$ cat src/rtl/key_ctrl_pkg.sv
// rtl/key_ctrl_pkg.sv - settings defaults, steps, clamps and key index names for key_ctrl
package key_ctrl_pkg;
  localparam int PHASE_W  = 24;
  localparam int NUM_KEYS = 8;

  localparam logic [PHASE_W-1:0] FREQ_DEFAULT = 24'd1678;
  localparam logic [PHASE_W-1:0] FREQ_STEP    = 24'd1678;
  localparam logic [PHASE_W-1:0] FREQ_STEP_C  = FREQ_STEP << 4;
  localparam logic [PHASE_W-1:0] FREQ_MIN     = 24'd1678;
  localparam logic [PHASE_W-1:0] FREQ_MAX     = 24'h300000;

  localparam logic signed [11:0] M_DEFAULT = 12'sd1024;
  localparam logic signed [11:0] M_STEP    = 12'sd204;
  localparam logic signed [11:0] M_MAX     = 12'sd1844;

  localparam int KEY_DEF    = 0;
  localparam int KEY_FUP    = 1;
  localparam int KEY_FDN    = 2;
  localparam int KEY_FUP_C  = 3;
  localparam int KEY_FDN_C  = 4;
  localparam int KEY_MUP    = 5;
  localparam int KEY_MDN    = 6;
  localparam int KEY_WAVE   = 7;
endpackage

$ cat src/rtl/key_ctrl_if.sv
// rtl/key_ctrl_if.sv - key_ctrl output bundle: press pulses, run-time settings and update strobe
interface key_ctrl_if;
  import key_ctrl_pkg::*;

  logic [NUM_KEYS-1:0] key_pulse;
  logic [PHASE_W-1:0]  freq_word;
  logic signed [11:0]  m0;
  logic [1:0]          wave_sel;
  logic                upd;

  modport master (output key_pulse, freq_word, m0, wave_sel, upd);
  modport slave  (input  key_pulse, freq_word, m0, wave_sel, upd);
endinterface

$ cat src/rtl/key_debounce.sv
// rtl/key_debounce.sv - one key: 2-FF synchroniser, debounce counter, stable level, press pulse
module key_debounce #(
  parameter int DEB_CYCLES = 1_000_000
) (
  input  logic i_clk,
  input  logic i_rst,
  input  logic i_key,
  output logic o_pulse
);
  localparam int CNT_W = (DEB_CYCLES > 1) ? $clog2(DEB_CYCLES) : 1;
  localparam logic [CNT_W-1:0] CNT_LAST = CNT_W'(DEB_CYCLES - 1);

  logic             r_sync1;
  logic             r_sync2;
  logic             r_stable;
  logic             r_stable_d;
  logic             r_pulse;
  logic [CNT_W-1:0] r_cnt;

  always_ff @(posedge i_clk) begin
    if (i_rst) begin
      r_sync1    <= 1'b0;
      r_sync2    <= 1'b0;
      r_stable   <= 1'b0;
      r_stable_d <= 1'b0;
      r_pulse    <= 1'b0;
      r_cnt      <= '0;
    end else begin
      r_sync1    <= i_key;
      r_sync2    <= r_sync1;
      r_stable_d <= r_stable;
      r_pulse    <= r_stable & ~r_stable_d;
      // Any return to the accepted level restarts qualification from zero.
      if (r_sync2 == r_stable) begin
        r_cnt <= '0;
      end else if (r_cnt == CNT_LAST) begin
        r_stable <= r_sync2;
        r_cnt    <= '0;
      end else begin
        r_cnt <= r_cnt + 1'b1;
      end
    end
  end

  assign o_pulse = r_pulse;
endmodule

$ cat src/rtl/key_ctrl.sv
// rtl/key_ctrl.sv - debounces eight front-panel keys and owns freq_word, m0 and wave_sel
module key_ctrl
  import key_ctrl_pkg::*;
#(
  parameter int DEB_CYCLES = 1_000_000
) (
  input  logic              i_clk,
  input  logic              i_rst,
  input  logic              i_key0,
  input  logic              i_key1,
  input  logic              i_key2,
  input  logic              i_key3,
  input  logic              i_key4,
  input  logic              i_key5,
  input  logic              i_key6,
  input  logic              i_key7,
  key_ctrl_if.master        o_ctrl
);
  logic [NUM_KEYS-1:0] w_keys;
  logic [NUM_KEYS-1:0] w_pulse;

  assign w_keys = {i_key7, i_key6, i_key5, i_key4, i_key3, i_key2, i_key1, i_key0};

  for (genvar gi = 0; gi < NUM_KEYS; gi++) begin : g_deb
    key_debounce #(.DEB_CYCLES(DEB_CYCLES)) u_deb (
      .i_clk   (i_clk),
      .i_rst   (i_rst),
      .i_key   (w_keys[gi]),
      .o_pulse (w_pulse[gi])
    );
  end

  logic [PHASE_W-1:0] r_freq;
  logic signed [11:0] r_m0;
  logic [1:0]         r_wave;
  logic               r_upd;

  logic [PHASE_W:0]   w_up_amt;
  logic [PHASE_W:0]   w_dn_amt;
  logic [PHASE_W:0]   w_fsum;
  logic [PHASE_W:0]   w_fdiff;
  logic [PHASE_W-1:0] w_freq_nxt;

  // One extra bit so the sum cannot wrap and a borrow shows up in the MSB.
  always_comb begin
    w_up_amt = '0;
    w_dn_amt = '0;
    if (w_pulse[KEY_FUP])   w_up_amt = w_up_amt + {1'b0, FREQ_STEP};
    if (w_pulse[KEY_FUP_C]) w_up_amt = w_up_amt + {1'b0, FREQ_STEP_C};
    if (w_pulse[KEY_FDN])   w_dn_amt = w_dn_amt + {1'b0, FREQ_STEP};
    if (w_pulse[KEY_FDN_C]) w_dn_amt = w_dn_amt + {1'b0, FREQ_STEP_C};
    w_fsum     = {1'b0, r_freq} + w_up_amt;
    w_fdiff    = {1'b0, r_freq} - w_dn_amt;
    w_freq_nxt = r_freq;
    if (w_up_amt != '0 && w_dn_amt == '0) begin
      w_freq_nxt = (w_fsum > {1'b0, FREQ_MAX}) ? FREQ_MAX : w_fsum[PHASE_W-1:0];
    end else if (w_dn_amt != '0 && w_up_amt == '0) begin
      w_freq_nxt = (w_fdiff[PHASE_W] || (w_fdiff < {1'b0, FREQ_MIN})) ? FREQ_MIN
                                                                       : w_fdiff[PHASE_W-1:0];
    end
  end

  localparam logic signed [12:0] M_STEP_X = 13'(M_STEP);
  localparam logic signed [12:0] M_MAX_X  = 13'(M_MAX);

  logic signed [12:0] w_mdelta;
  logic signed [12:0] w_msum;
  logic signed [11:0] w_m0_nxt;

  always_comb begin
    w_mdelta = '0;
    if (w_pulse[KEY_MUP] && !w_pulse[KEY_MDN]) w_mdelta = M_STEP_X;
    if (w_pulse[KEY_MDN] && !w_pulse[KEY_MUP]) w_mdelta = -M_STEP_X;
    w_msum = 13'(r_m0) + w_mdelta;
    if (w_msum > M_MAX_X)       w_m0_nxt = M_MAX;
    else if (w_msum < -M_MAX_X) w_m0_nxt = -M_MAX;
    else                        w_m0_nxt = w_msum[11:0];
  end

  always_ff @(posedge i_clk) begin
    if (i_rst) begin
      r_freq <= FREQ_DEFAULT;
      r_m0   <= M_DEFAULT;
      r_wave <= 2'd0;
      r_upd  <= 1'b0;
    end else begin
      r_upd <= |w_pulse;
      if (w_pulse[KEY_DEF]) begin
        r_freq <= FREQ_DEFAULT;
        r_m0   <= M_DEFAULT;
        r_wave <= 2'd0;
      end else begin
        r_freq <= w_freq_nxt;
        r_m0   <= w_m0_nxt;
        r_wave <= r_wave + {1'b0, w_pulse[KEY_WAVE]};
      end
    end
  end

  assign o_ctrl.key_pulse = w_pulse;
  assign o_ctrl.freq_word = r_freq;
  assign o_ctrl.m0        = r_m0;
  assign o_ctrl.wave_sel  = r_wave;
  assign o_ctrl.upd       = r_upd;
endmodule
$ cat src/flat_wrapper.sv
// flat-port wrapper written by rule: the top's interface ports become plain ports
module key_ctrl_flat import key_ctrl_pkg::*;
#(
  parameter int DEB_CYCLES = 1_000_000
)
  (i_clk, i_rst, i_key0, i_key1, i_key2, i_key3, i_key4, i_key5, i_key6, i_key7, o_ctrl_key_pulse, o_ctrl_freq_word, o_ctrl_m0, o_ctrl_wave_sel, o_ctrl_upd);
  key_ctrl_if o_ctrl_i ();
  input  logic i_clk;
  input  logic i_rst;
  input  logic i_key0;
  input  logic i_key1;
  input  logic i_key2;
  input  logic i_key3;
  input  logic i_key4;
  input  logic i_key5;
  input  logic i_key6;
  input  logic i_key7;
  output wire logic [$bits(o_ctrl_i.key_pulse)-1:0] o_ctrl_key_pulse;
  output wire logic [$bits(o_ctrl_i.freq_word)-1:0] o_ctrl_freq_word;
  output wire logic [$bits(o_ctrl_i.m0)-1:0] o_ctrl_m0;
  output wire logic [$bits(o_ctrl_i.wave_sel)-1:0] o_ctrl_wave_sel;
  output wire logic [$bits(o_ctrl_i.upd)-1:0] o_ctrl_upd;
  assign o_ctrl_key_pulse = o_ctrl_i.key_pulse;
  assign o_ctrl_freq_word = o_ctrl_i.freq_word;
  assign o_ctrl_m0 = o_ctrl_i.m0;
  assign o_ctrl_wave_sel = o_ctrl_i.wave_sel;
  assign o_ctrl_upd = o_ctrl_i.upd;
  key_ctrl #(.DEB_CYCLES(DEB_CYCLES)) u_core (.i_clk(i_clk), .i_rst(i_rst), .i_key0(i_key0), .i_key1(i_key1), .i_key2(i_key2), .i_key3(i_key3), .i_key4(i_key4), .i_key5(i_key5), .i_key6(i_key6), .i_key7(i_key7), .o_ctrl(o_ctrl_i));
endmodule
$ cat config.mk
export PLATFORM = sky130hd
export DESIGN_NAME = key_ctrl_flat
export DESIGN_NICKNAME = d
export VERILOG_FILES = /design/src/rtl/key_ctrl_pkg.sv /design/src/rtl/key_ctrl_if.sv /design/src/rtl/key_debounce.sv /design/src/rtl/key_ctrl.sv /design/src/flat_wrapper.sv
export SDC_FILE = /design/constraint.sdc
export NUM_CORES = 1
export LEC_CHECK = 0
export ABC_AREA = 1
export CAP_MARGIN = 0
export CORE_ASPECT_RATIO = 0.9
export CORE_MARGIN = 5
export CORE_UTILIZATION = 47
export DETAILED_ROUTE_END_ITERATION = 8
export DONT_BUFFER_PORTS = 1
export GPL_ROUTABILITY_DRIVEN = 1
export PLACE_DENSITY = 0.74
export SLEW_MARGIN = 10
export SYNTH_ARGS = -nofsm -noshare
export SYNTH_HDL_FRONTEND = slang
export SYNTH_SLANG_ARGS = --single-unit
$ cat constraint.sdc
create_clock -name i_clk -period 2.85 [get_ports i_clk]
set_input_delay 0.57 -clock i_clk [delete_from_list [all_inputs] [get_ports i_clk]]
set_output_delay 0.57 -clock i_clk [all_outputs]
set_load 0.01 [all_outputs]
* Word-level counts from Yosys, hierarchy flattened
Index checks and enable logic that the tools add are counted.
Storage, ports and cells: flip-flop bits (word level) 239, input bits 10, output and inout port bits 47, word-level logic and storage cells 156
Cells by class: $add $sub $neg 14, magnitude comparators 4, eq/ne operators 16, muxes and demuxes 12, bitwise logic cells 24, reductions and logical operators 32
Operators by type and width (number):
- $add 20x1->20 const B | 8
- $eq 20x20->1 const B | 8
- $mux 24 | 4
- $logic_not 25->1 | 2
- $mux 25 | 2
- $reduce_bool 25->1 | 2
- $add 11x15->16 const B | 2
- $reduce_or 3->1 | 9
- $add 24x25->25 | 1
- $gt 25x22->1 const B | 1
- $lt 25x11->1 const B | 1
- $sub 24x25->25 | 1
- $mux 11 | 2
- $not 1->1 | 16
- $reduce_and 2->1 | 8
- $add 12x13->13 | 1
- $gt 13x12->1 const B | 1
- $lt 13x12->1 const B | 1
- $mux 13 | 1
- $mux 12 | 1
- $mux 10 | 1
- $and 1x1->1 | 8
- $eq 1x1->1 | 8
- $mux 8 | 1
- other kinds (8) | 12

* Depth between registers and ports, before layout
Gate-level depths: netlist of run 1.
depth after elaboration 9, depth in mapped cells 24, depth with buffers taken out 23

* Hierarchy
Synthesis of run 1 repeated with hierarchy kept, for this count alone.
Second synthesis, totals: cell total of the unflattened synthesis 2264, area total of the unflattened synthesis 14864.3 um2
Modules (own cells, without submodules):
- key_debounce (u_core.g_deb[0].u_deb ...) | instances 7, cells an instance 169, area each 1243.7 um2, sequential area each 500.5 um2
- key_ctrl | instances 1, cells an instance 909, area each 4929.7 um2, sequential area each 720.7 um2
- key_debounce (u_core.g_deb[7].u_deb) | instances 1, cells an instance 172, area each 1228.7 um2, sequential area each 500.5 um2

* Worst setup path after synthesis of run 1
Ideal clock, no wire load.
path type reg-to-reg, from register u_core.g_deb[2].u_deb.r_pulse, to register u_core.r_freq[4], in the netlist u_core.o_ctrl.freq_word[4], library setup time 109 ps, arrival time 2485 ps, data required time 2741 ps, slack 256 ps, cell stages (with the launch flop) 22, path buffers 1, clock period less this slack 2594 ps, cells stage by stage dfxtp_1 > inv_1 > ha_1 > inv_1 > ha_1 > nand2_1 > inv_1 > a21oi_1 > nand2_2 > nand2_1 > nand3_1 > nand2_1 > nand2_1 > nor2_1 > nand2_1 > nor2_1 > nand2_2 > buf_6 > nand3_1 > nand3_1 > nand2_1 > inv_1
Between the ends: word-level cells in the longest chain between the ends 9, elaborated cells between the ends (all ways) 14, classes of those cells add/sub: 2; order compare: 1; mux: 5; reduce/logical: 6
RTL lines:
- start, declared | line key_debounce.sv:17 | logic r_pulse;
- start signal, assigned | line key_debounce.sv:32 | r_pulse <= r_stable & ~r_stable_d;
- $mux 11 * | line key_ctrl.sv:50 | if (w_pulse[KEY_FDN]) w_dn_amt = w_dn_amt + {1'b0, FREQ_STEP};
- $add 11x15->16 | line key_ctrl.sv:51 | if (w_pulse[KEY_FDN_C]) w_dn_amt = w_dn_amt + {1'b0, FREQ_STEP_C};
- $mux 25 * | line key_ctrl.sv:51
- $sub 24x25->25 | line key_ctrl.sv:53 | w_fdiff = {1'b0, r_freq} - w_dn_amt;
- $lt 25x11->1 | line key_ctrl.sv:58 | w_freq_nxt = (w_fdiff[PHASE_W] || (w_fdiff < {1'b0, FREQ_MIN})) ? FREQ_MIN
- $logic_or 1x1->1 | line key_ctrl.sv:58
- $mux 24 | line key_ctrl.sv:58
- $mux 24 | line key_ctrl.sv:57 | end else if (w_dn_amt != '0 && w_up_amt == '0) begin
- $mux 24 | line key_ctrl.sv:55 | if (w_up_amt != '0 && w_dn_amt == '0) begin
- end signal, assigned | line key_ctrl.sv:93 | r_freq <= w_freq_nxt;
- end, declared | line key_ctrl.sv:33 | logic [PHASE_W-1:0] r_freq;
Every way passes the cells marked *; elsewhere a longest branch is shown, timed or not. The select of a mux whose other input is x is not followed. A chain may end at the register's enable or synchronous reset.

* Worst setup path in the final report of run 1
from register u_core.g_deb[6].u_deb.r_pulse, to register u_core.r_m0[9], in the netlist u_core.o_ctrl.m0[9]
Between the ends: word-level cells in the longest chain between the ends 8, elaborated cells between the ends (all ways) 10, classes of those cells add/sub: 1; order compare: 2; mux: 4; reduce/logical: 3
RTL lines:
- start, declared | line key_debounce.sv:17
- start signal, assigned | line key_debounce.sv:32
- $logic_not 1->1 | line key_ctrl.sv:72 | if (w_pulse[KEY_MUP] && !w_pulse[KEY_MDN]) w_mdelta = M_STEP_X;
- $logic_and 1x1->1 | line key_ctrl.sv:72
- $mux 8 | line key_ctrl.sv:72
- $mux 13 * | line key_ctrl.sv:73 | if (w_pulse[KEY_MDN] && !w_pulse[KEY_MUP]) w_mdelta = -M_STEP_X;
- $add 12x13->13 * | line key_ctrl.sv:74 | w_msum = 13'(r_m0) + w_mdelta;
- $lt 13x12->1 | line key_ctrl.sv:76 | else if (w_msum < -M_MAX_X) w_m0_nxt = -M_MAX;
- $mux 12 | line key_ctrl.sv:76
- $mux 10 * | line key_ctrl.sv:75 | if (w_msum > M_MAX_X) w_m0_nxt = M_MAX;
- end signal, assigned | line key_ctrl.sv:94 | r_m0 <= w_m0_nxt;
- end, declared | line key_ctrl.sv:34 | logic signed [11:0] r_m0;
Every way passes the cells marked *; elsewhere a longest branch is shown, timed or not.

==> PnR_summary.wiki, run 1 <==
{| class="wikitable"
! Metric !! Value
|-
| Setup repair after global routing missed its margin || true
|-
| Critical path startpoint category || flip-flop
|-
| WHS Endpoint || u_core.o_ctrl.upd
|-
| Residual overflow from global routing || 0
|-
| Number of vias per cell || ~5.3
|-
| Worst skew pair latency || 0.53 ns
|-
| Post-cts hold buffer count || 0
|-
| Area share of the largest cell type after synthesis || 0.360
|-
| Worst endpoint required time || between 3 and 4 ns
|-
| Final setup violation count || 0
|-
| Maximum VDD drop || 607 uV
|-
| Leakage power summed over all cells || 6.39 nW
|-
| Switching share of power || 0.216
|-
| Power per cell area || about 460 mW/mm2
|-
| DRC violation total after the first TritonRoute iteration || around 800
|-
| Part of the cycle the worst path needs || 0.953
|-
| Area of all placed cells without fillers || 0.0155 mm2
|-
| Initial core utilization || 0.473
|-
| Clock tree root driver cell || clkbuf_16
|-
| Crit path max fanout || 4
|-
| Portion of total power attributed to combinational logic || 0.030
|-
| Number of placed instances, taps included || around 2300
|-
| Total clock sinks || 236
|-
| Antenna violations before repair || 0
|-
| Share of final-layout standard cells stronger than drive strength 1 || 0.140
|-
| R2R cell count || 14
|-
| Tmin final || 2.72 ns
|-
| Number of global-route vias before repair || around 11000
|-
| Number of placement rows || 58
|-
| Final Hold Viols || 0
|-
| Number of I/O pins || 57
|-
| CTS tree || done
|-
| Total number of nets in the final design || between 2000 and 2500
|-
| Hold Startpoint || i_rst
|-
| # port buffers || 0
|-
| Pins over their slew limit || 0
|-
| Result of the run || finished clean
|-
| Pin slew with the least headroom to its limit || 0.951 ns
|-
| Crit path largest cell delay || between 0.3 and 0.4 ns
|-
| Setup Slack @ Placement || -0.154 ns
|-
| Cell type with the highest aggregate area in the netlist || dfxtp_1
|-
| Mean routed wirelength per cell || 13.4 um
|-
| Overall power after layout || slightly above 7 mW
|-
| Type of the setup path with the least slack || reg2reg
|-
| Clock share of power || 0.495
|-
| Post-synth ARST share || 0
|-
| Cell variety after synth || 46
|-
| Share of power burned in registers || 0.475
|-
| Count of flip-flops with a built-in enable after synthesis || 0
|-
| First-pass GRT wire length || 50900 um
|-
| Yosys warnings || 0
|-
| Count of cells along the worst hold path || 1
|-
| Post-Route Setup TNS || 0 ns
|-
| Number of vias in the routed layout || between 10000 and 15000
|-
| Share of the core filled with cells in the final layout || 0.559
|-
| Cells traversed along the worst timing path || buf_4, ha_2, buf_4, ha_1, nand2_1, nor2_1, a211oi_1, nand2_1, nand2_1, nand2_1, o21ai_1, nand2_1, buf_4, a21oi_1
|-
| Mean instance size in the synthesized netlist || between 6 and 7 um2
|-
| Synth-to-Final Area Change || 18.2%
|-
| Die width || 186 um
|-
| Number of remaining DRC errors || 0
|-
| Critical path endpoint category || flip-flop
|-
| Internal power of the cells || approximately 5.6 mW
|-
| Arrival time of the worst setup path || roughly 3.2 ns
|-
| Main synth FF type || dfxtp_1
|-
| Top area cells in the synthesized netlist || dfxtp_1 36%, nand2_1 12%, inv_1 8.4%
|-
| Floorplan Core Area || approximately 0.028 mm2
|-
| Diode count || 0
|-
| Hold_ws || between 0.1 and 0.15 ns
|-
| Worst max-slew margin expressed relative to the limit || 0.360
|-
| Global placement routability congestion || about 0.91
|-
| Most used standard cells in the synthesized netlist || 434 x nand2_1, 295 x inv_1, 288 x nor2_1
|-
| Combined buffer and inverter count along the critical path || 3
|-
| P_sw || about 1.5 mW
|-
| Post-synthesis sequential area ratio || 0.360
|-
| Remaining number of nets flagged by the antenna check after routing || 0
|-
| Worst reg2reg setup slack || around 0.13 ns
|-
| Placed instance area || roughly 0.014 mm2
|-
| Standard cell with the maximum stage delay on the critical path || ha_1
|-
| CTS H-Tree Depth || 1
|-
| Reg-to-reg critical path endpoint || u_core.o_ctrl.m0[9]
|-
| Tightest Hold Check Type || in2reg
|-
| Critical path's most frequent cell || nand2_1
|-
| Max-cap violations || 0
|-
| Most instantiated library cell after synthesis || nand2_1
|-
| Cell class contributing the biggest share of worst-path delay || simple AND/OR/NAND/NOR gates
|-
| Number of buffers created by CTS || 25
|-
| Final critical-path setup slack || 0.135 ns
|-
| Final cell count without fillers || between 2000 and 2500
|-
| Synthesized instance count || 1966
|-
| Largest net degree at the start of global routing || 42
|-
| FF+latch count, synth || 236
|-
| Total routed wirelength || between 30000 and 40000 um
|-
| Global-route usage over all layers || 0.189
|-
| Full die area || 0.0314 mm2
|-
| Post-detailed-placement half-perimeter wirelength || around 23000 um
|-
| Die Y-Extent || ~170 um
|-
| Startpoint of the lowest-slack register-to-register path || u_core.g_deb[6].u_deb.o_pulse
|-
| Synthesized cell area || approximately 0.013 mm2
|-
| Drt pass-1 iters || 5
|-
| Longest Clk Path Bufs || 3
|-
| Maximum frequency from static timing analysis || roughly 370 MHz
|-
| Worst-case clock skew || approximately 0.010 ns
|-
| Clock edge transition at the registers on the reported setup and hold paths || approximately 0.060 ns
|}
-- layout by cell type (no fill, tap or decap), types with 7 or more instances in the layout --
master	synthesis	final
nand2_1	434	394
inv_1	295	287
nor2_1	288	269
dfxtp_1	236	226
nand3_1	146	126
a21oi_1	124	113
nor3_1	71	68
buf_4	15	56
nand4_1	46	46
nand2_2	8	44
o21ai_0	42	40
xor2_1	39	34
nor3b_1	27	27
clkbuf_16	0	26
ha_1	50	24
nor4_1	22	22
nand3_2	2	21
ha_4	0	20
o21a_1	16	16
nor2_2	2	16
a21oi_2	1	11
inv_2	1	9
and3_1	9	9
dfxtp_2	0	9
a31oi_1	8	8
nand2_4	1	8
a211oi_1	8	8
xnor2_1	7	7
clkbuf_8	0	7
-- metal layers --
metal | GRT usage | wire [um] | part of all wire | up-vias
met3 | 0.0284 | 1580 | 0.049 | 77
met4 | 0.0602 | 1010 | 0.031 | 0
met5 | 0 | 0 | 0 | -
met1 | 0.254 | 14400 | 0.45 | 5798
li1 | - | - | - | 6456
met2 | 0.314 | 15100 | 0.47 | 318
-- power groups by stage --
stage               registers [mW]  logic (mW)  clock network, mW
floorplan                     3.44       0.144                  0
global placement              3.45       0.172                  0
detailed placement            3.45       0.176                  0
CTS                           3.38       0.177               3.61
global route                  3.38       0.242               3.73
finish                        3.38       0.217               3.52
-- worst max path at each step --
| stage | to | slack, ns | startpoint | cells after the start |
|---|---|---|---|---|
| 2_1_floorplan | u_core.o_ctrl.freq_word[4] | 0.26 | u_core.g_deb[2].u_deb.o_pulse | 21 |
| 4_1_cts | u_core.o_ctrl.freq_word[10] | 0.0009 | u_core.g_deb[3].u_deb.o_pulse | 20 |
| 3_5_place_dp | u_core.o_ctrl.freq_word[5] | -0.15 | u_core.g_deb[4].u_deb.o_pulse | 20 |
| 6_report | u_core.o_ctrl.m0[9] | 0.13 | u_core.g_deb[6].u_deb.o_pulse | 14 |
| 3_3_place_gp | u_core.o_ctrl.freq_word[7] | -0.06 | u_core.g_deb[2].u_deb.o_pulse | 21 |
| 5_1_grt | u_core.o_ctrl.freq_word[17] | -0.06 | u_core.g_deb[2].u_deb.o_pulse | 20 |
-- state kept, by name (all words and copies together), names as in the netlist --
| name | flops |
|---|---|
| u_core.g_deb.u_deb.o_pulse | 8 |
| u_core.o_ctrl.freq_word | 23 |
| u_core.g_deb.u_deb.r_cnt | 160 |
| u_core.o_ctrl.m0 | 10 |
| u_core.o_ctrl.wave_sel | 2 |
| u_core.g_deb.u_deb.r_sync1 | 8 |
| u_core.g_deb.u_deb.r_stable_d | 8 |
| u_core.g_deb.u_deb.r_stable | 8 |
| u_core.o_ctrl.upd | 1 |
| u_core.g_deb.u_deb.r_sync2 | 8 |
-- final cells by class --
class                           instances  area, um2
Sequential cell                       236       4740
Inverter                              297       1110
Multi-Input combinational cell       1393       7750
Clock inverter                         12        185
Timing Repair Buffer                   64        541
Clock buffer                           34        729
Fill cell                            2560      12200
Tap cell                              360        450
-- kinds of logic (layout without fill, tap and decap cells) --
kind of cell	count (synthesis)	in the layout	synth area share
AO/OA/AOI/OAI	209	209	0.0873
buffers and inverters	342	407	0.106
XOR/XNOR	47	47	0.0319
AND/OR/NAND/NOR	1078	1081	0.362
flip-flops	236	236	0.360
other	1	3	0.000286
adder cells (fa/ha/maj)	53	53	0.0523
-- repair_timing --
action	in CTS	in global routing
setup buffers	0	14
cloned	1	3
pin swaps	1	52
setup endpoints to repair	19	33
gates resized for setup	8	174
Note: power is estimated with default switching activity, not from simulation.
==> inputs of run 2 (changes only) <==
--- a/config.mk
+++ b/config.mk
@@ -5,15 +5,15 @@
 export SDC_FILE = /design/constraint.sdc
 export NUM_CORES = 1
 export LEC_CHECK = 0
-export ABC_AREA = 1
+export ABC_AREA = 0
 export CAP_MARGIN = 0
 export CORE_ASPECT_RATIO = 0.9
 export CORE_MARGIN = 5
-export CORE_UTILIZATION = 47
+export CORE_UTILIZATION = 23
 export DETAILED_ROUTE_END_ITERATION = 8
 export DONT_BUFFER_PORTS = 1
 export GPL_ROUTABILITY_DRIVEN = 1
-export PLACE_DENSITY = 0.74
+export PLACE_DENSITY = 0.48
 export SLEW_MARGIN = 10
 export SYNTH_ARGS = -nofsm -noshare
 export SYNTH_HDL_FRONTEND = slang
==> PnR_summary.wiki, run 2 <==
{| class="wikitable"
! Metric !! Value
|-
| Longest Clk Path Bufs || 3 (unchanged)
|-
| Number of I/O pins || 57 (unchanged)
|-
| Top area cells in the synthesized netlist || dfxtp_1 38%, nor2_1 7.3%, xnor2_1 6.6%
|-
| Violated checks || negative setup slack
|-
| Cell variety after synth || 87 (+89%)
|-
| Clock edge transition at the registers on the reported setup and hold paths || 0.06 ns (about the same)
|-
| Pins over their slew limit || 0 (unchanged)
|-
| Mean instance size in the synthesized netlist || 8.36 um2 (+25%)
|-
| Main combinational cell family by area after synthesis || simple AND/OR/NAND/NOR gates
|-
| Antenna violations before repair || 0 (unchanged)
|-
| Maximum VDD drop || 381 uV (-37%)
|-
| Worst skew pair latency || 0.56 ns (+0.03 ns)
|-
| Critical path startpoint category || flip-flop
|-
| Synthesized cell area || 0.0124 mm2 (-5.4%)
|-
| Max-cap violations || 0 (unchanged)
|-
| Worst max-slew margin expressed relative to the limit || 0.536 (+0.175)
|-
| Area share of the largest cell type after synthesis || 0.381 (+0.0206)
|-
| Setup repair after global routing missed its margin || true
|-
| Count of flip-flops with a built-in enable after synthesis || 0 (unchanged)
|-
| CTS H-Tree Depth || 1 (unchanged)
|-
| Main synth FF type || dfxtp_1
|-
| CTS tree || done
|-
| Global-route usage over all layers || 0.113 (-0.0762)
|-
| Diode count || 0 (unchanged)
|-
| Total clock sinks || 236 (unchanged)
|-
| Number of vias per cell || 4.56 (-14%)
|-
| Synthesized instance count || 1485 (-24%)
|-
| Cell type with the highest aggregate area in the netlist || dfxtp_1
|-
| Arrival time of the worst setup path || 3.96 ns (+0.81 ns)
|-
| Clock tree root driver cell || clkbuf_16
|-
| Largest register FFs || 160 (unchanged)
|-
| Mux cell area share after synthesis || 0.00968 (+0.00968)
|-
| Remaining number of nets flagged by the antenna check after routing || 0 (unchanged)
|-
| FF+latch count, synth || 236 (unchanged)
|-
| Drt pass-1 iters || 5 (unchanged)
|-
| Final critical-path setup slack || -0.623 ns (-0.758 ns)
|-
| First-pass GRT wire length || 55500 um (+9.0%)
|-
| Most frequent standard cell in the layout excluding fill and tap cells || buf_4
|-
| Result of the run || finished with violations
|-
| Arithmetic-cell share of the synthesized area counting full adders, half adders and majority gates || 0.0569 (+0.00460)
|-
| Full die area || 0.0587 mm2 (+87%)
|-
| Final Hold Viols || 0 (unchanged)
|-
| Total number of nets in the final design || 1770 (-15%)
|-
| Largest register by flop count || u_core.g_deb.u_deb.r_cnt
|-
| Tightest Hold Check Type || in2reg
|-
| Most used standard cells in the synthesized netlist || 240 x nor2_1, 236 x dfxtp_1, 93 x xnor2_1
|-
| Worst endpoint required time || 3.34 ns (+0.05 ns)
|-
| Post-Route Setup TNS || -11.78 ns (-11.78 ns)
|-
| Post-detailed-placement half-perimeter wirelength || 25300 um (+9.9%)
|-
| Share of final-layout standard cells stronger than drive strength 1 || 0.265 (+0.125)
|-
| Die width || 255 um (+37%)
|-
| Yosys warnings || 0 (unchanged)
|-
| DRC violation total after the first TritonRoute iteration || 572 (-27%)
|-
| Number of global-route vias before repair || 10636 (-5.8%)
|-
| # port buffers || 0 (unchanged)
|-
| Critical path endpoint category || flip-flop
|-
| Crit path max fanout || 8 (+4)
|-
| Commonest cells after routing, fill and taps aside || 236 x buf_4, 234 x nor2_1, 228 x dfxtp_1
|-
| Post-synth ARST share || 0 (unchanged)
|-
| Residual overflow from global routing || 0 (unchanged)
|-
| Total routed wirelength || 34200 um (+6.8%)
|-
| Final setup violation count || 32 (+32)
|-
| Mean routed wirelength per cell || 14.1 um (+5.5%)
|-
| Number of remaining DRC errors || 0 (unchanged)
|-
| Type of the setup path with the least slack || reg2reg
|-
| Leakage power summed over all cells || 6.34 nW (-0.81%)
|-
| Maximum frequency from static timing analysis || 288 MHz (-22%)
|-
| Part of the cycle the worst path needs || 1.22 (+0.266)
|-
| Global placement routability congestion || 0.849 (-7.1%)
|-
| Pin slew with the least headroom to its limit || 0.696 ns (-0.254 ns)
|-
| Synth-to-Final Area Change || 35.8%
|-
| Number of buffers created by CTS || 27 (+8.0%)
|-
| Die Y-Extent || 230 um (+37%)
|-
| Initial core utilization || 0.233 (-0.240)
|-
| Floorplan Core Area || 0.0533 mm2 (+92%)
|-
| Simple-gate share of the synthesized area || 0.266 (-0.0964)
|-
| Synthesized-area fraction occupied by xor and xnor cells || 0.118 (+0.0859)
|-
| Post-cts hold buffer count || 0 (unchanged)
|-
| Power per cell area || 432 mW/mm2 (-6.0%)
|-
| Number of placement rows || 80 (+38%)
|-
| Number of vias in the routed layout || 11055 (-13%)
|-
| Most instantiated library cell after synthesis || nor2_1
|-
| Hold_ws || 0.0797 ns (-0.0275 ns)
|-
| Overall power after layout || 7.28 mW (+2.2%)
|-
| Tmin final || 3.47 ns (+0.758 ns)
|-
| Worst-case clock skew || 0.0123 ns (+0.00180 ns)
|-
| Largest net degree at the start of global routing || 44 (+4.8%)
|-
| Worst reg2reg setup slack || -0.62 ns (-0.76 ns)
|-
| Post-synthesis sequential area ratio || 0.381 (+0.0206)
|-
| Synth Area in Compound Gates || 0.129 (+0.0420)
|}
[run 2: cells by family after synthesis]
kind of cell             Yosys count
other                              1
AND/OR/NAND/NOR                  663
XOR/XNOR                         167
adder cells (fa/ha/maj)           55
multiplexers                      12
flip-flops                       236
AO/OA/AOI/OAI                    240
buffers and inverters            111
[run 2: layout make-up]
| class | instances | area [um2] |
|---|---|---|
| fillers | 5556 | 36400 |
| multi-input cells | 1140 | 8020 |
| flip-flops and latches | 236 | 4750 |
| repair buffers | 255 | 2030 |
| well taps | 697 | 872 |
| clock buffers | 35 | 767 |
| clock inverters | 15 | 230 |
| inverters | 47 | 186 |
[run 2: power breakdown]
part	switching [mW]	internal, mW	total [mW]
logic	0.0693	0.0379	0.107
clock network	1.48	2.37	3.85
registers	0.0120	3.31	3.32
[run 2: final timing paths]
check | from | to | cells past startpoint
hold / removal | i_rst | u_core.g_deb[5].u_deb.r_sync1 | 1
setup / recovery | u_core.g_deb[2].u_deb.o_pulse | u_core.o_ctrl.freq_word[4] | 15
setup reg to reg | u_core.g_deb[2].u_deb.o_pulse | u_core.o_ctrl.freq_word[4] | 15
hold reg to reg | u_core.g_deb[3].u_deb.r_stable_d | u_core.g_deb[3].u_deb.o_pulse | 1
[run 2: layer usage]
metal,global-route usage,vias to the layer above,part of all wire
li1,-,5638,-
met1,0.156,5203,0.48
met2,0.183,167,0.45
met3,0.0221,47,0.048
met4,0.0252,0,0.023
met5,0,-,0
[run 2: critical path: stages (launching register included)]
cell	delay, ns
dfxtp_4	0.40
inv_6	0.05
ha_4	0.26
inv_2	0.04
ha_4	0.25
nand4_1	0.15
buf_4	0.15
a21oi_4	0.04
or2_4	0.29
a221o_1	0.32
o311a_1	0.37
a21boi_4	0.18
a31oi_4	0.39
a21oi_2	0.13
nand4b_1	0.23
a22oi_2	0.14
[run 2: metrics by stage]
step / cell area (um2) / std cells / worst slack, ns / utilization
after floorplan: 12700 / 1487 / -0.252 / -
after global placement: 15000 / 2350 / -0.696 / 0.281
after detailed placement: 15000 / 2350 / -0.626 / 0.281
after CTS: 16500 / 2412 / -0.519 / 0.310
after global routing: 16900 / 2425 / -0.760 / 0.317
final: 16900 / 2425 / -0.623 / 0.317
[run 2: what timing repair did]
action,4_1_cts,5_1_grt
cloned,0,1
setup endpoints to repair,33,33
resized for setup,90,55
pin swaps,52,54
setup buffers,14,16
==> inputs of run 3 (changes only) <==
--- a/config.mk
+++ b/config.mk
@@ -7,13 +7,15 @@
 export LEC_CHECK = 0
 export ABC_AREA = 0
 export CAP_MARGIN = 0
+export CELL_PAD_IN_SITES_DETAIL_PLACEMENT = 1
+export CELL_PAD_IN_SITES_GLOBAL_PLACEMENT = 2
 export CORE_ASPECT_RATIO = 0.9
 export CORE_MARGIN = 5
 export CORE_UTILIZATION = 23
 export DETAILED_ROUTE_END_ITERATION = 8
 export DONT_BUFFER_PORTS = 1
 export GPL_ROUTABILITY_DRIVEN = 1
-export PLACE_DENSITY = 0.48
+export PLACE_DENSITY = 0.63
 export SLEW_MARGIN = 10
 export SYNTH_ARGS = -nofsm -noshare
 export SYNTH_HDL_FRONTEND = slang
==> constraint.sdc (replaced) <==
create_clock -name i_clk -period 4.1 [get_ports i_clk]
set_input_delay 0.82 -clock i_clk [delete_from_list [all_inputs] [get_ports i_clk]]
set_output_delay 0.82 -clock i_clk [all_outputs]
set_load 0.01 [all_outputs]
==> PnR_summary.wiki, run 3 (synthesis results as in run 2) <==
{| class="wikitable"
! Metric !! Value
|-
| Full die area || 0.0587 mm2 (unchanged)
|-
| Setup repair after global routing missed its margin || false
|-
| Die width || 255 um (unchanged)
|-
| Count of cells along the worst hold path || 1 (unchanged)
|-
| Synth-to-Final Area Change || 14.9%
|-
| Die Y-Extent || 230 um (unchanged)
|-
| Maximum VDD drop || 337 uV (-12%)
|-
| Final Hold Viols || 0 (unchanged)
|-
| Critical path's most frequent cell || a21oi_1
|-
| Arrival time of the worst setup path || 4.39 ns (+0.43 ns)
|-
| Clock edge transition at the registers on the reported setup and hold paths || 0.06 ns (about the same)
|-
| Initial core utilization || 0.233 (unchanged)
|-
| Final setup violation count || 0 (-100%)
|-
| Final cell count without fillers || 2205 (-9.1%)
|-
| Largest register FFs || 160 (unchanged)
|-
| Diode count || 0 (unchanged)
|-
| Critical path startpoint category || flip-flop
|-
| CTS tree || done
|-
| Number of vias per cell || 4.67 (+2.4%)
|-
| Tightest Hold Check Type || in2reg
|-
| Total routed wirelength || 34500 um (+0.76%)
|-
| Total clock sinks || 236 (unchanged)
|-
| Residual overflow from global routing || 0 (unchanged)
|-
| Mean routed wirelength per cell || 15.6 um (+11%)
|-
| Global-route usage over all layers || 0.116 (+0.00268)
|-
| Pins over their slew limit || 0 (unchanged)
|-
| Global placement routability congestion || 0.797 (-6.1%)
|-
| Largest register by flop count || u_core.g_deb.u_deb.r_cnt
|-
| Clock tree root driver cell || clkbuf_16
|-
| R2R cell count || 12 (-3)
|-
| Number of remaining DRC errors || 0 (unchanged)
|-
| Worst max-slew margin expressed relative to the limit || 0.504 (-0.0315)
|-
| Share of final-layout standard cells stronger than drive strength 1 || 0.0743 (-0.191)
|-
| Number of I/O pins || 57 (unchanged)
|-
| Post-Route Setup TNS || 0 ns (+11.78 ns)
|-
| Post-cts hold buffer count || 0 (unchanged)
|-
| Worst-case clock skew || 0.0427 ns (+0.0305 ns)
|-
| Result of the run || finished clean
|-
| # port buffers || 0 (unchanged)
|-
| Post-detailed-placement half-perimeter wirelength || 25800 um (+1.9%)
|-
| Drt pass-1 iters || 5 (unchanged)
|-
| Floorplan Core Area || 0.0533 mm2 (unchanged)
|-
| Number of buffers created by CTS || 28 (+3.7%)
|-
| Fill cells || 6312 (+14%)
|-
| Part of the cycle the worst path needs || 0.959 (-0.260)
|-
| Critical path endpoint category || flip-flop
|-
| Pin slew with the least headroom to its limit || 0.737 ns (+0.0404 ns)
|-
| Number of placement rows || 80 (unchanged)
|-
| Number of global-route vias before repair || 10528 (-1.0%)
|-
| Largest net degree at the start of global routing || 44 (unchanged)
|-
| Longest Clk Path Bufs || 3 (unchanged)
|-
| Number of vias in the routed layout || 10294 (-6.9%)
|-
| Register Area || 0.00472 mm2 (-0.47%)
|-
| Tmin final || 3.93 ns (+0.459 ns)
|-
| Crit path max fanout || 9 (+1)
|-
| Max-cap violations || 0 (unchanged)
|-
| Standard cell with the maximum stage delay on the critical path || dfxtp_1
|-
| Total number of nets in the final design || 1549 (-12%)
|-
| Number of placed instances, taps included || 2150 (-8.5%)
|-
| Commonest cells after routing, fill and taps aside || 240 x nor2_1, 236 x dfxtp_1, 93 x xnor2_1
|-
| CTS H-Tree Depth || 1 (unchanged)
|-
| Area of the multi-input gates || 0.00723 mm2 (-9.8%)
|-
| Remaining number of nets flagged by the antenna check after routing || 0 (unchanged)
|-
| Maximum frequency from static timing analysis || 254 MHz (-12%)
|-
| Type of the setup path with the least slack || reg2reg
|-
| Worst skew pair latency || 0.58 ns (+0.02 ns)
|-
| Power per cell area || 356 mW/mm2 (-17%)
|-
| Crit path largest cell delay || 0.55 ns (+0.15 ns)
|-
| Worst endpoint required time || 4.56 ns (+1.22 ns)
|-
| Antenna violations before repair || 0 (unchanged)
|-
| Cells traversed along the worst timing path || inv_1, ha_1, ha_1, a21oi_1, o21ai_1, a21oi_1, a21oi_1, o31a_1, o41a_1, o21ai_0, nand2_1, o221ai_1
|-
| Most frequent standard cell in the layout excluding fill and tap cells || nor2_1
|-
| DRC violation total after the first TritonRoute iteration || 368 (-36%)
|-
| Leakage power summed over all cells || 4.99 nW (-21%)
|-
| First-pass GRT wire length || 56700 um (+2.2%)
|}
-- run 3: cell types whose count changed in the layout (fill, tap and decap cells not counted), sizes merged --
cell    before  now
inv         49   47
buf        254   33
clkinv       5   10
clkbuf      36   34
-- run 3: worst paths after layout --
kind / end / slack (ns) / start
worst min-delay path: u_core.g_deb[7].u_deb.r_sync1 / 0.30 / i_rst
worst max register to register: u_core.o_ctrl.freq_word[1] / 0.17 / u_core.g_deb[1].u_deb.o_pulse
worst max-delay path: u_core.o_ctrl.freq_word[1] / 0.17 / u_core.g_deb[1].u_deb.o_pulse
worst min register to register: u_core.g_deb[7].u_deb.o_pulse / 0.38 / u_core.g_deb[7].u_deb.r_stable_d
-- run 3: layout make-up --
type / instances / area share
clock buffers: 34 / 0.0535
clock inverters: 18 / 0.0179
inverters: 47 / 0.0124
multi-input cells: 1140 / 0.507
flip-flops and latches: 236 / 0.331
well taps: 697 / 0.0611
repair buffers: 33 / 0.0174
-- run 3: worst max-delay path, delay by kind of cell (launching register included) --
kind	cells	cell delay, ns
buffers and inverters	1	0.09
and+or+nand+nor	1	0.14
DFF	1	0.55
adders and majority gates	2	0.68
AOI/OAI and AO/OA	8	2.40
-- run 3: routing by layer --
metal | up-vias | wire length (um) | track usage | share of wire
met5 | - | 0 | 0 | 0
met4 | 0 | 585 | 0.0217 | 0.017
met3 | 40 | 1730 | 0.0282 | 0.050
met2 | 119 | 14900 | 0.181 | 0.43
met1 | 4940 | 17300 | 0.163 | 0.50
li1 | 5195 | - | - | -
-- run 3: repair_timing --
| action | CTS | global route |
|---|---|---|
| resized for setup | 0 | 6 |
| endpoints found under the setup margin | 0 | 14 |
| buffers inserted | 0 | 3 |
-- run 3: metrics by stage --
stage                     utilization  hold slack [ns]  setup slack (ns)  area (um2)  total power, mW
after floorplan                     -            0.367             0.690       12400             2.41
after global placement          0.248            0.373             0.208       13200             2.42
after detailed placement        0.248            0.376             0.182       13200             2.42
after CTS                       0.267            0.257            0.0910       14200             5.18
after global routing            0.268            0.263           0.00126       14300             5.28
final                           0.268            0.300             0.168       14300             5.08
-- run 3: power by group --
part	switching, mW	internal (mW)
logic	0.0364	0.0175
clock network	1.06	1.65
registers	0.0107	2.30
total	1.11	3.97
